===== src/rtl/traffic_pkg.sv =====
// Shared definitions for the intersection scheduler: state encoding,
// approach indices, signal-head bit positions and head encodings.
package traffic_pkg;

  typedef enum logic [2:0] {
    ALL_RED  = 3'd0,
    GREEN_ST = 3'd1,
    GREEN_RT = 3'd2,
    YELLOW   = 3'd3
  } state_t;

  localparam logic [1:0] DIR_N = 2'd0;
  localparam logic [1:0] DIR_S = 2'd1;
  localparam logic [1:0] DIR_E = 2'd2;
  localparam logic [1:0] DIR_W = 2'd3;

  // Bit positions inside one 8-bit signal head
  localparam int SIG_ST_RED  = 0;
  localparam int SIG_RT_RED  = 1;
  localparam int SIG_YEL     = 2;
  localparam int SIG_ST_GRN  = 3;
  localparam int SIG_RT_GRN  = 4;
  localparam int SIG_LT_GRN  = 5;
  localparam int SIG_PED_RED = 6;
  localparam int SIG_PED_GRN = 7;

  // Head encodings built from the bit positions above
  localparam logic [7:0] SIG_RED    = 8'((1 << SIG_ST_RED) | (1 << SIG_RT_RED) | (1 << SIG_PED_RED));  // 0x43
  localparam logic [7:0] SIG_ST     = 8'((1 << SIG_RT_RED) | (1 << SIG_ST_GRN) | (1 << SIG_LT_GRN)
                                         | (1 << SIG_PED_RED));                                     // 0x6A
  localparam logic [7:0] SIG_ST_PED = 8'((1 << SIG_RT_RED) | (1 << SIG_ST_GRN) | (1 << SIG_LT_GRN)
                                         | (1 << SIG_PED_GRN));                                     // 0xAA
  localparam logic [7:0] SIG_RT     = 8'((1 << SIG_ST_RED) | (1 << SIG_RT_GRN) | (1 << SIG_LT_GRN)
                                         | (1 << SIG_PED_RED));                                     // 0x71
  localparam logic [7:0] SIG_YEL_V  = 8'((1 << SIG_RT_RED) | (1 << SIG_YEL) | (1 << SIG_PED_RED));    // 0x46

  function automatic logic [3:0] dir_onehot(input logic [1:0] d);
    return 4'b0001 << d;
  endfunction

endpackage


===== src/rtl/rr_arbiter4.sv =====
// Combinational 4-way round-robin pick: first set request at or after ptr,
// wrapping past index 3 back to 0.
module rr_arbiter4 (
  input  logic [3:0] req,
  input  logic [1:0] ptr,
  output logic [1:0] grant,
  output logic       valid
);

  // Walk offsets high to low so the smallest offset from ptr wins last
  always_comb begin
    grant = '0;
    valid = 1'b0;
    for (int i = 3; i >= 0; i--) begin
      if (req[ptr + 2'(i)]) begin
        grant = ptr + 2'(i);
        valid = 1'b1;
      end
    end
  end

endmodule


===== src/rtl/traffic_phase_scheduler.sv =====
// Intersection phase scheduler: round-robin service of four approaches
// through straight / right-turn / yellow / all-red, with latched pedestrian
// requests. Define EMERGENCY_PREEMPT_EN to enable emergency preemption;
// otherwise emg_req is ignored.
module traffic_phase_scheduler
  import traffic_pkg::*;
#(
  parameter int ST_TIME  = 10,
  parameter int RT_TIME  = 5,
  parameter int YEL_TIME = 3,
  parameter int AR_TIME  = 1,
  parameter int CNT_W    = 8
) (
  input  logic       clk_in,
  input  logic       rst_in,
  input  logic [3:0] veh_req,
  input  logic [3:0] ped_req,
  input  logic [3:0] emg_req,
  output logic [7:0] north_sgnl_out,
  output logic [7:0] south_sgnl_out,
  output logic [7:0] east_sgnl_out,
  output logic [7:0] west_sgnl_out,
  output logic [1:0] active_dir,
  output logic [2:0] phase,
  output logic [3:0] ped_ack
);

  localparam logic [CNT_W-1:0] ST_LD  = CNT_W'(ST_TIME - 1);
  localparam logic [CNT_W-1:0] RT_LD  = CNT_W'(RT_TIME - 1);
  localparam logic [CNT_W-1:0] YEL_LD = CNT_W'(YEL_TIME - 1);
  localparam logic [CNT_W-1:0] AR_LD  = CNT_W'(AR_TIME - 1);

  state_t           state_q, state_d;
  logic [CNT_W-1:0] cnt_q, cnt_d;
  logic [1:0]       dir_q, dir_d;
  logic [1:0]       rr_q, rr_d;
  logic [3:0]       ped_pend_q, ped_pend_d, ped_clr;
  logic             ped_flag_q, ped_flag_d;
  logic             enter_st;

  logic [3:0]       cand;
  logic [1:0]       rr_gnt;
  logic             rr_vld;
  logic [1:0]       emg_gnt;
  logic             emg_vld, preempt, extend;

  logic [3:0][7:0]  sig_d, sig_q;
  logic [3:0]       ack_d, ack_q;

  assign cand = veh_req | ped_pend_q;

  rr_arbiter4 u_rr (
    .req  (cand),
    .ptr  (rr_q),
    .grant(rr_gnt),
    .valid(rr_vld)
  );

`ifdef EMERGENCY_PREEMPT_EN
  // Fixed-priority emergency pick: pointer pinned at north gives lowest index
  rr_arbiter4 u_emg (
    .req  (emg_req),
    .ptr  (DIR_N),
    .grant(emg_gnt),
    .valid(emg_vld)
  );
  assign preempt = |(emg_req & ~dir_onehot(dir_q));
  assign extend  = emg_req[dir_q];
`else
  logic unused_emg;
  assign unused_emg = ^emg_req;
  assign emg_gnt    = DIR_N;
  assign emg_vld    = 1'b0;
  assign preempt    = 1'b0;
  assign extend     = 1'b0;
`endif

  // State, phase counter, served approach and arbitration pointer
  always_ff @(posedge clk_in or posedge rst_in) begin
    if (rst_in) begin
      state_q    <= ALL_RED;
      cnt_q      <= AR_LD;
      dir_q      <= DIR_N;
      rr_q       <= DIR_N;
      ped_flag_q <= 1'b0;
    end else begin
      state_q    <= state_d;
      cnt_q      <= cnt_d;
      dir_q      <= dir_d;
      rr_q       <= rr_d;
      ped_flag_q <= ped_flag_d;
    end
  end

  // Next-state: each phase lasts its TIME; ALL_RED re-arbitrates while idle
  always_comb begin
    state_d    = state_q;
    cnt_d      = cnt_q;
    dir_d      = dir_q;
    rr_d       = rr_q;
    ped_flag_d = ped_flag_q;
    enter_st   = 1'b0;
    case (state_q)
      ALL_RED: begin
        if (cnt_q != '0) begin
          cnt_d = cnt_q - CNT_W'(1);
        end else if (emg_vld || rr_vld) begin
          state_d    = GREEN_ST;
          cnt_d      = ST_LD;
          enter_st   = 1'b1;
          dir_d      = emg_vld ? emg_gnt : rr_gnt;
          // emergency grants leave the round-robin order untouched
          if (!emg_vld) rr_d = rr_gnt + 2'd1;
          ped_flag_d = ped_pend_q[dir_d];
        end
        // no candidate: counter stays at zero and we retry next cycle
      end
      GREEN_ST: begin
        if (preempt) begin
          state_d = YELLOW;
          cnt_d   = YEL_LD;
        end else if (extend) begin
          cnt_d = cnt_q;
        end else if (cnt_q == '0) begin
          state_d = GREEN_RT;
          cnt_d   = RT_LD;
        end else begin
          cnt_d = cnt_q - CNT_W'(1);
        end
      end
      GREEN_RT: begin
        if (preempt || cnt_q == '0) begin
          state_d = YELLOW;
          cnt_d   = YEL_LD;
        end else begin
          cnt_d = cnt_q - CNT_W'(1);
        end
      end
      YELLOW: begin
        if (cnt_q == '0) begin
          state_d = ALL_RED;
          cnt_d   = AR_LD;
        end else begin
          cnt_d = cnt_q - CNT_W'(1);
        end
      end
      default: begin
        state_d = ALL_RED;
        cnt_d   = AR_LD;
      end
    endcase
  end

  // A fresh press survives a same-cycle service; a repeat press is absorbed
  assign ped_clr    = enter_st ? dir_onehot(dir_d) : 4'b0000;
  assign ped_pend_d = (ped_pend_q & ~ped_clr) | (ped_req & ~ped_pend_q);

  // Pending pedestrian requests
  always_ff @(posedge clk_in or posedge rst_in) begin
    if (rst_in) ped_pend_q <= '0;
    else        ped_pend_q <= ped_pend_d;
  end

  // Output decode from next state so heads switch with the state register
  always_comb begin
    sig_d = {4{SIG_RED}};
    ack_d = '0;
    case (state_d)
      GREEN_ST: sig_d[dir_d] = ped_flag_d ? SIG_ST_PED : SIG_ST;
      GREEN_RT: sig_d[dir_d] = SIG_RT;
      YELLOW:   sig_d[dir_d] = SIG_YEL_V;
      default:  ;
    endcase
    if (enter_st && ped_flag_d) ack_d = dir_onehot(dir_d);
  end

  // Registered signal heads and pedestrian acknowledge
  always_ff @(posedge clk_in or posedge rst_in) begin
    if (rst_in) begin
      sig_q <= {4{SIG_RED}};
      ack_q <= '0;
    end else begin
      sig_q <= sig_d;
      ack_q <= ack_d;
    end
  end

  assign north_sgnl_out = sig_q[DIR_N];
  assign south_sgnl_out = sig_q[DIR_S];
  assign east_sgnl_out  = sig_q[DIR_E];
  assign west_sgnl_out  = sig_q[DIR_W];
  assign active_dir     = dir_q;
  assign phase          = state_q;
  assign ped_ack        = ack_q;

endmodule


===== config.mk =====
export PLATFORM = sky130hd
export DESIGN_NAME = traffic_phase_scheduler
export DESIGN_NICKNAME = d
export VERILOG_FILES = /design/src/rtl/traffic_pkg.sv /design/src/rtl/rr_arbiter4.sv /design/src/rtl/traffic_phase_scheduler.sv
export SDC_FILE = /design/constraint.sdc
export NUM_CORES = 1
export LEC_CHECK = 0
export CORE_ASPECT_RATIO = 2
export CORE_MARGIN = 4
export CORE_UTILIZATION = 45
export CTS_CLUSTER_DIAMETER = 120
export DETAILED_ROUTE_END_ITERATION = 6
export HOLD_SLACK_MARGIN = 0.15
export PLACE_DENSITY = 0.79
export SYNTH_ARGS = -nofsm -noshare
export SYNTH_HDL_FRONTEND = slang
export SYNTH_SLANG_ARGS = --single-unit

===== constraint.sdc =====
create_clock -name clk_in -period 2.2 [get_ports clk_in]
set_input_delay 0.55 -clock clk_in [delete_from_list [all_inputs] [get_ports clk_in]]
set_output_delay 0.55 -clock clk_in [all_outputs]
set_load 0.005 [all_outputs]

==> results of run 1 <==
==> worst max-delay path by stage <==
| stage | from | end | depth (start not counted) |
|---|---|---|---|
| detailed placement | veh_req[2] | east_sgnl_out[7] | 9 |
| global placement | veh_req[2] | east_sgnl_out[7] | 9 |
| CTS | cnt_q[0] | east_sgnl_out[6] | 9 |
| global route | cnt_q[0] | east_sgnl_out[6] | 9 |
| floorplan | cnt_q[0] | east_sgnl_out[6] | 8 |
| finish | veh_req[2] | south_sgnl_out[6] | 7 |
==> placed cells by master (no fill, tap or decap), types with 3 or more instances in the layout <==
master           Yosys  final
buf_6                0      3
nor2_1              36     29
nand3_1              4      4
or3_4                0      3
a21oi_2              1      4
a21o_1               3      3
nand2_1             11     11
nor3_1               9      4
clkdlybuf4s50_1      0     47
o21ai_0             10      8
dfrtp_1             44     44
clkbuf_8             0      5
buf_4                0     56
inv_2                0      3
nor2_2               0      4
xnor2_1              3      3
a21oi_1             13     10
or3_1               11      8
nor2_4               0      3
nor3_2               4      3
inv_1                8      5
nand2b_1             4      4
o21ai_2              0      3
dfstp_2             12     12
nor3_4               1      7
==> repair_timing <==
action	in CTS	in global routing
endpoints found under the setup margin	32	26
buffers inserted	7	7
resized for setup	27	25
pin swaps	8	12
==> synth_stat cells, types with 4 or more instances <==
cell,instances
nor2_1,36
nor3_2,4
dfrtp_1,44
or3_1,11
nand2_1,11
nand3_1,4
a21oi_1,13
o21ai_0,10
dfstp_2,12
nor3_1,9
inv_1,8
nand2b_1,4
==> worst max-delay path: cells and delay by family <==
| family | cells | cell delay (ns) |
|---|---|---|
| buf+inv | 1 | 0.44 |
| compound gates | 3 | 0.40 |
| simple gates | 3 | 1.09 |
==> power groups by stage <==
stage	registers [mW]	clock network (mW)	logic [mW]
6_report	1.48	0.558	2.50
5_1_grt	1.50	0.625	2.71
3_3_place_gp	1.45	0	2.05
2_1_floorplan	1.46	0	1.05
4_1_cts	1.46	0.574	2.31
3_5_place_dp	1.46	0	2.10
==> through the flow <==
step / setup TNS (ns) / setup slack, ns
after floorplan: 0 / 0.00815
after global placement: -14.77 / -0.455
after detailed placement: -16.23 / -0.530
after CTS: -0.00666 / -0.00386
after global routing: -0.653 / -0.0913
final: -0.0742 / -0.0391
==> area by class of cell <==
cell class	instances	area, um^2	share of cell area
clock inverter	2	16.3	0.00437
clock buffer	6	72.6	0.0195
sequential	56	1420	0.380
timing repair buffer	111	995	0.267
multi-input combinational	151	1120	0.301
inverter	8	30.0	0.00806
tap	58	72.6	0.0195
==> registers in the layout, summed over array words and instances, names as in the netlist, 2 cells and up <==
signal          flops
west_sgnl_out       8
ped_pend_q          4
rr_q                2
south_sgnl_out      8
ped_ack             4
active_dir          2
cnt_q               8
north_sgnl_out      8
phase               3
east_sgnl_out       8
==> metal layers <==
| layer | track usage | vias to the layer above | part of all wire |
|---|---|---|---|
| met4 | 0.109 | 0 | 0.036 |
| met5 | 0 | - | 0 |
| met3 | 0.0303 | 17 | 0.031 |
| met2 | 0.359 | 57 | 0.58 |
| met1 | 0.206 | 1021 | 0.35 |
| li1 | - | 997 | - |
==> cell families (layout without fill, tap and decap cells) <==
family                     Yosys count  count (layout)  synth area share
AOI/OAI and AO/OA                   47              47             0.127
other                                1               1           0.00158
xor gates and xnor gates             3               3            0.0110
DFF                                 56              56             0.595
adders and majority gates            1               1           0.00526
and+or+nand+nor                     99              99             0.241
buffers and inverters               11             127            0.0179
==> flow_summary.yaml, run 1 <==
outcome:
  status: "finished, violations left"
  failed_checks: "negative setup slack"
critical_path:
  worst-r2r-setup-slack_ns: -0.03
  critical_path.cell_chain: "clkdlybuf4s50_1, o21bai_1, a21boi_2, or3_4, nor3_4, a31oi_4, or3_1"
  crit_path_category: "input pin to flip-flop"
  cp.arrival_ns: 2.49
  worstRegToRegCells: 9
  reg2reg_from: "cnt_q[0]"
  r2r-end: "east_sgnl_out[6]"
  timing.critical_path.slowest_cell_delay_ns: 0.45
  critical-path-slowest-cell: "or3_4"
  worst-path-max-fanout: 3
  timing.critical_path.to_type: "flip-flop"
  worstPathRequired_ns: 2.45
  critical_path.startpoint_type: "input pin"
logic_synthesis:
  synth_async_sr_flop_share: 1.00
  syn-cell-area_um2: 2380
  yosysWarnings: 0
  synthesis.area_per_instance_um2: 10.9
  yosysTopAreaCell: "dfrtp_1"
  synth_sequential_area_ratio: 0.595
  post_synth_inst_count: 218
  yosys_register_bits: 56
  netlist.area_leader.share: 0.463
  yosys-top-cells-area: "dfrtp_1 46%, dfstp_2 13%, nor2_1 5.7%"
  synthDistinctLibCells: 45
  syn_nets: 233
  synthFlopType: "dfrtp_1"
  synth_enable_flop_cells: 0
timing:
  final_max_slew_viol_count: 0
  hold_viol: 0
  period_minus_slack_ns: 2.24
  transition_time_of_the_tightest_slew_check_pin_ns: 0.567
  clock-skew-final_ns: 0.00585
  setup_viol: 3
  final_critical_path_setup_slack_ns: -0.0391
  max_clock_freq_ghz: 0.447
  slew-limit-headroom: 0.622
  whs_ns: 0.588
  layout_worst_path_cycle_share: 1.02
  setup_repair_after_global_routing_missed_its_margin: "true"
worst_hold_path:
  holdCritStartpoint: "cnt_q[7]"
  timing.hold.worst_endpoint: "cnt_q[7]"
  holdPathStages: 2
  hp-class: "flip-flop to flip-flop"
global_routing:
  grt.overflow.total: 0
  grt_antenna_before_repair: 0
  track_usage: 0.199
  grt_max_degree: 57
  grt_pass1_vias: 2099
  first_pass_grt_wire_length_mm: 9.95
flow_run:
  max-cap-violations: 0
clock_network:
  latest_clock_arrival_within_the_worst_skew_pair_ns: 0.32
  cts_max_path_buffers: 2
  cts.clk_slew.worst_paths_ns: 0.09
  postCtsHoldBufs: 0
  cts-buffers-inserted: 5
  htreeDepth: 2
  cts-root-buf: "clkbuf_8"
  clock_sink_count: 56
  cts_tree: "yes"
die:
  initial_standard_cell_utilization_of_the_core: 0.463
  floorplan_die_area_um2: 6580
  x_dimension_of_the_die_um: 59.4
  boundaryPins: 55
  core.rowCount: 37
  core_area_um2: 5140
  die-height_um: 111
place:
  dp_hpwl_mm: 4.26
  placed_cell_area_um2: 3340
  numPortBuffers: 50
  dpl.cell_count: 371
  routabilityCongestion: 0.885
route:
  detail_route.first_pass.iterations: 4
  num_vias: 2092
  drtIter0Drc: 51
  routedWlPerCell_um: 15.9
  drc: 0
  viasPerCell: 5.34
  detail_route.wirelength_mm: 6.25
  detail-route-antenna-nets: 0
pwr:
  irDropWorstVdd_mv: 0.802
  powerDensity_nw_per_um2: 1220
  clock_power_share: 0.123
  power.share.combinational: 0.551
  sw_frac_of_total: 0.385
  p_switching_mw: 1.75
  power.share.sequential: 0.326
  power.internal_mw: 2.79
  finalPower_mw: 4.54
  cellLeakagePower_nw: 1.64
final_layout:
  fin_area_um2: 3720
  stdcell_count: 392
  area_delta_synth_final_pct: 56.6
  postLayoutCoreUtil: 0.725
  drive_gt1_frac: 0.389
  number_of_nets_in_the_final_layout: 348
  n_antenna_cell: 0
  fill_cells: 343
Power figures use the tool's default switching activity.
==> run 2, diff against run 1 <==
--- a/config.mk
+++ b/config.mk
@@ -7,11 +7,12 @@
 export LEC_CHECK = 0
 export CORE_ASPECT_RATIO = 2
 export CORE_MARGIN = 4
-export CORE_UTILIZATION = 45
+export CORE_UTILIZATION = 50
 export CTS_CLUSTER_DIAMETER = 120
 export DETAILED_ROUTE_END_ITERATION = 6
+export DONT_BUFFER_PORTS = 1
 export HOLD_SLACK_MARGIN = 0.15
-export PLACE_DENSITY = 0.79
+export PLACE_DENSITY = 0.71
 export SYNTH_ARGS = -nofsm -noshare
 export SYNTH_HDL_FRONTEND = slang
 export SYNTH_SLANG_ARGS = --single-unit
==> constraint.sdc (replaced) <==
create_clock -name clk_in -period 1.9 [get_ports clk_in]
set_input_delay 0.475 -clock clk_in [delete_from_list [all_inputs] [get_ports clk_in]]
set_output_delay 0.475 -clock clk_in [all_outputs]
set_load 0.005 [all_outputs]
==> run 2 against run 1 <==
Against the previous run:
- sequential share of layout area is 3.3 points higher
- global-route usage grew 3.0 points
- first-iteration DRC count increased by 63%
- the flow still finishes with violations (negative setup slack)
==> flow_summary.yaml, run 2 (same netlist as run 1, synthesis figures left out) <==
outcome:
  status: "finished, violations left"
  failed_checks: "negative setup slack"
die:
  core_area_um2: 4600
  initial_standard_cell_utilization_of_the_core: 0.517
  x_dimension_of_the_die_um: 56.8
  die-height_um: 106
  boundaryPins: 55
  floorplan_die_area_um2: 5990
  core.rowCount: 35
timing:
  setup_viol: 51
  final_critical_path_setup_slack_ns: -0.356
  max_clock_freq_ghz: 0.443
  hold_viol: 0
  layout_worst_path_cycle_share: 1.19
  slew-limit-headroom: 0.618
  clock-skew-final_ns: 0.00754
  aggregate_negative_setup_slack_ns: -12.50
  setup_repair_after_global_routing_missed_its_margin: "true"
  final_max_slew_viol_count: 0
  period_minus_slack_ns: 2.26
  transition_time_of_the_tightest_slew_check_pin_ns: 0.573
global_routing:
  grt_antenna_before_repair: 0
  global_route.usage.met1: 0.216
  grt.overflow.total: 0
  grt_busiest_layer: "met2"
  grt.met3_usage: 0.0466
  track_usage: 0.229
  grt_max_degree: 35
  first_pass_grt_wire_length_mm: 10.5
  globalRouteMet2Util: 0.436
  grt_pass1_vias: 2130
final_layout:
  register_area_um2: 1420
  number_of_nets_in_the_final_layout: 309
  multi_input_comb_area_um2: 1210
  area_delta_synth_final_pct: 43.9
  final_cell_mix: "58 x buf_4, 44 x dfrtp_1, 29 x nor2_1"
  drive_gt1_frac: 0.498
  layout.cells.most_common: "buf_4"
  n_antenna_cell: 0
  fill_cells: 289
  fin_area_um2: 3420
route:
  detail-route-antenna-nets: 0
  detail_route.wirelength_mm: 6.96
  viasPerCell: 5.88
  drtIter0Drc: 83
  routedWlPerCell_um: 19.9
  detail_route.first_pass.iterations: 4
  drc: 0
  num_vias: 2059
worst_hold_path:
  hp-class: "input pin to flip-flop"
place:
  placed_cell_area_um2: 2950
  routabilityCongestion: 0.899
  numPortBuffers: 0
  dp_hpwl_mm: 4.40
clock_network:
  htreeDepth: 2
  cts.clk_slew.worst_paths_ns: 0.10
  cts_max_path_buffers: 2
  cts_tree: "yes"
  clock_sink_count: 56
  latest_clock_arrival_within_the_worst_skew_pair_ns: 0.32
  cts-buffers-inserted: 5
  cts-root-buf: "clkbuf_8"
critical_path:
  cp.arrival_ns: 2.50
  critical_path.startpoint_type: "flip-flop"
  critical-path-slowest-cell: "or4b_4"
  crit_path_category: "flip-flop to flip-flop"
  timing.critical_path.slowest_cell_delay_ns: 0.53
  cp_top_family: "simple AND/OR/NAND/NOR gates"
  timing.critical_path.to_type: "flip-flop"
  critical_path.cell_chain: "inv_2, ha_4, or4b_4, nor2_8, buf_4, and3_4, o21ai_4, or3_1"
  timing.critical_path.buf_inv: 2
  worst-path-max-fanout: 8
  worstPathRequired_ns: 2.15
pwr:
  powerDensity_nw_per_um2: 1600
  cellLeakagePower_nw: 1.52
  irDropWorstVdd_mv: 1.04
flow_run:
  max-cap-violations: 0
[run 2: cell types whose count changed in the layout (fill, tap and decap cells not counted), sizes merged]
cell and delta:
clkdlybuf4s50 -47, buf +9, dlygate4sd2 -2, clkbuf -1, dlygate4sd3 +1, dlymetal6s2s -1, inv +1, o2111a +1
[run 2: final cells by class]
class                   instances  area share
flip-flops and latches         56       0.414
multi-input cells             152       0.355
repair buffers                 71       0.175
clock buffers                   5      0.0201
well taps                      55      0.0201
inverters                       8     0.00877
clock inverters                 3     0.00804
[run 2: worst paths after layout]
kind	start	end	slack (ns)	depth (start not counted)
worst max-delay path	cnt_q[0]	south_sgnl_out[6]	-0.36	8
worst min-delay path	ped_req[1]	ped_pend_q[1]	0.28	2
worst max register to register	cnt_q[0]	south_sgnl_out[6]	-0.36	8
worst min register to register	rr_q[0]	rr_q[0]	0.56	2
max in group asynchronous	rst_in	east_sgnl_out[6]	0.64	3
min in group asynchronous	rst_in	cnt_q[3]	0.65	2
[run 2: routing by layer]
| layer | wire, um | share of wire |
|---|---|---|
| met3 | 355 | 0.051 |
| met4 | 300 | 0.043 |
| met2 | 4090 | 0.59 |
| met5 | 0 | 0 |
| met1 | 2210 | 0.32 |
[run 2: power breakdown]
part | leakage [nW] | internal, mW | switching [mW] | total, mW
sequential | 0.699 | 1.47 | 0.254 | 1.72
clock | 0.0463 | 0.271 | 0.412 | 0.683
combinational | 0.779 | 1.46 | 1.60 | 3.06
total | 1.52 | 3.20 | 2.27 | 5.47
[run 2: what timing repair did]
action / in CTS / in global routing
setup endpoints to repair: 52 / 53
hold endpoints to repair: 21 / 0
cloned: 1 / 0
resized for setup: 41 / 15
setup buffers: 7 / 10
hold buffers: 1 / 0
pin swaps: 13 / 16
[run 2: worst reg2reg max path, delay by kind of cell, from the launching register on]
family          cells  cell delay [ns]
buf+inv             2             0.20
simple gates        4             1.32
flops               1             0.40
compound gates      1             0.12
fa+ha+maj           1             0.15
[run 2: metrics by stage]
step	power [mW]	instances	hold slack (ns)	util	setup slack, ns
detailed placement	3.98	325	0.423	0.641	-0.430
global route	5.76	350	0.278	0.744	-0.438
CTS	5.10	341	0.276	0.715	-0.301
global placement	3.92	325	0.415	0.641	-0.372
finish	5.47	350	0.276	0.744	-0.356
floorplan	3.01	218	0.481	-	-0.214
==> run 3, diff against run 2 <==
--- a/config.mk
+++ b/config.mk
@@ -15,4 +15,5 @@
 export PLACE_DENSITY = 0.71
 export SYNTH_ARGS = -nofsm -noshare
 export SYNTH_HDL_FRONTEND = slang
+export SYNTH_HIERARCHICAL = 1
 export SYNTH_SLANG_ARGS = --single-unit
==> run 3 against run 2 <==
Against the previous run:
- the run still ends with negative setup slack left
- utilization shrank 5.6 points
- combinational power fell by 3%
- critical path depth unchanged
- maximum frequency is 4.6% higher
- die area about the same
- hold slack improved by 0.014 ns
- register-to-register slack improved by 0.099 ns
- critical path type unchanged
- critical endpoint is now north_sgnl_out[6]
==> flow_summary.yaml, run 3 <==
final_layout:
  final_cell_mix: "45 x buf_4, 43 x dfrtp_1, 39 x nor2_1"
  drive_gt1_frac: 0.435
  fill_cells: 326
  n_antenna_cell: 0
  number_of_nets_in_the_final_layout: 292
  fin_area_um2: 3160
  stdcell_count: 333
  layout.cells.most_common: "buf_4"
  area_delta_synth_final_pct: 32.9
logic_synthesis:
  synth_async_sr_flop_share: 1.00
  syn_nets: 237
  yosys_register_bits: 56
  synthDistinctLibCells: 43
  synth.top_cells.by_count: "47 x nor2_1, 44 x dfrtp_1, 17 x nand2_1, 12 x dfstp_2, 10 x o21ai_0"
  netlist.area_leader.share: 0.462
  yosysTopAreaCell: "dfrtp_1"
  post_synth_inst_count: 222
  synthFlopType: "dfrtp_1"
  synth_enable_flop_cells: 0
  synth_sequential_area_ratio: 0.595
  syn-cell-area_um2: 2380
  yosys.cell_count.top_type: "nor2_1"
  synthesis.area_per_instance_um2: 10.7
  yosys-top-cells-area: "dfrtp_1 46%, dfstp_2 13%, nor2_1 7.4%"
  yosysWarnings: 6
critical_path:
  cp_top_family: "simple AND/OR/NAND/NOR gates"
  critical_path.startpoint_type: "flip-flop"
  critical-path-slowest-cell: "mux4_2"
  timing.critical_path.depth: 8
  crit_path_category: "flip-flop to flip-flop"
  worstPathRequired_ns: 2.17
  timing.critical_path.from: "ped_pend_q[0]"
  timing.critical_path.slowest_cell_delay_ns: 0.51
  reg2reg_from: "ped_pend_q[0]"
  worst-path-max-fanout: 8
  r2r-end: "north_sgnl_out[6]"
  worstRegToRegCells: 8
  worst_setup_path_endpoint: "north_sgnl_out[6]"
  timing.critical_path.to_type: "flip-flop"
  critical_path.cell_chain: "or2_2, nor2_2, a211oi_2, nor2_2, mux4_2, and4_4, a31oi_4, or2_4"
  critical_path.most_common_cell: "nor2_2"
  timing.critical_path.buf_inv: 0
  cp.arrival_ns: 2.43
  worst-r2r-setup-slack_ns: -0.26
timing:
  period_minus_slack_ns: 2.16
  setup_repair_after_global_routing_missed_its_margin: "true"
  setup_viol: 35
  clock-skew-final_ns: 0.00904
  layout_worst_path_cycle_share: 1.14
  final_critical_path_setup_slack_ns: -0.257
  whs_ns: 0.290
  final_max_slew_viol_count: 0
  max_clock_freq_ghz: 0.464
  hold_viol: 0
  aggregate_negative_setup_slack_ns: -4.37
global_routing:
  grt_antenna_before_repair: 0
  grt_busiest_layer: "met2"
  grt.overflow.total: 0
  globalRouteMet2Util: 0.373
  first_pass_grt_wire_length_mm: 9.06
  grt.met3_usage: 0.0331
  grt_max_degree: 26
  track_usage: 0.194
  grt_pass1_vias: 1901
  global_route.usage.met1: 0.194
clock_network:
  cts.clk_slew.worst_paths_ns: 0.10
  clock_sink_count: 56
  cts-buffers-inserted: 5
  latest_clock_arrival_within_the_worst_skew_pair_ns: 0.32
  htreeDepth: 2
  cts-root-buf: "clkbuf_8"
  cts_max_path_buffers: 2
  cts_tree: "yes"
die:
  core.rowCount: 35
  die-height_um: 106
  floorplan_die_area_um2: 6000
  x_dimension_of_the_die_um: 56.8
  core_area_um2: 4600
  boundaryPins: 55
  initial_standard_cell_utilization_of_the_core: 0.518
place:
  dpl.cell_count: 315
  placed_cell_area_um2: 2840
  numPortBuffers: 0
  dp_hpwl_mm: 4.08
  routabilityCongestion: 0.873
route:
  drc: 0
  routedWlPerCell_um: 16.9
  viasPerCell: 5.45
  num_vias: 1814
  detail_route.first_pass.iterations: 4
  detail_route.wirelength_mm: 5.64
  detail-route-antenna-nets: 0
  drtIter0Drc: 33
pwr:
  cellLeakagePower_nw: 1.41
  irDropWorstVdd_mv: 1.49
  powerDensity_nw_per_um2: 1680
worst_hold_path:
  holdPathStages: 2
  hp-class: "input pin to flip-flop"
flow_run:
  max-cap-violations: 0
outcome:
  failed_checks: "negative setup slack"
  status: "finished, violations left"
## run 3: how the worst min path moves through the flow
stage,startpoint,to,slack [ns]
6_report,ped_req[1],ped_pend_q[1],0.29
5_1_grt,ped_req[3],ped_pend_q[3],0.31
2_1_floorplan,ped_pend_q[2],ped_pend_q[2],0.49
3_3_place_gp,rst_in,north_sgnl_out[3],0.41
3_5_place_dp,rst_in,north_sgnl_out[3],0.42
4_1_cts,ped_req[2],ped_pend_q[2],0.28
## run 3: cells by family after synthesis
group	count (synthesis)	share of synthesized area
and+or+nand+nor	108	0.232
DFF	56	0.595
AOI/OAI and AO/OA	28	0.0762
buffers and inverters	13	0.0210
muxes	12	0.0578
xor gates and xnor gates	3	0.0110
adders and majority gates	1	0.00525
other	1	0.00157
## run 3: cell type report
class                      instances  area [um^2]  share of cell area
sequential                        56         1420               0.448
tap                               55         68.8              0.0217
clock buffer                       5         68.8              0.0217
multi-input combinational        153         1080               0.342
clock inverter                     3         22.5             0.00712
timing repair buffer              56          487               0.154
inverter                           5         18.8             0.00593
## run 3: metal layers
layer	part of all wire	wire length [um]	vias up
met5	0	0	-
met4	0.029	164	0
met3	0.042	235	13
met2	0.58	3260	53
met1	0.35	1970	891
li1	-	-	857
## run 3: power by group
group | switching, mW | internal, mW | total (mW) | leakage (nW)
Clock | 0.395 | 0.265 | 0.660 | 0.0485
Combinational | 1.44 | 1.53 | 2.97 | 0.663
Sequential | 0.219 | 1.48 | 1.70 | 0.701
Total | 2.06 | 3.27 | 5.33 | 1.41
## run 3: stage by stage
step	setup slack, ns	total power, mW	util
2_1_floorplan	-0.382	3.19	-
3_3_place_gp	-0.395	4.05	0.618
3_5_place_dp	-0.416	4.11	0.618
4_1_cts	-0.276	5.05	0.665
5_1_grt	-0.331	5.68	0.688
6_report	-0.257	5.33	0.688
## run 3: timing repair
item                                   in CTS  in global routing
setup endpoints to repair                  39                 45
pin swaps                                   7                  5
endpoints found under the hold margin      10                  0
hold buffers                                1                  0
gates resized for setup                    17                 19
setup buffers                               4                  5
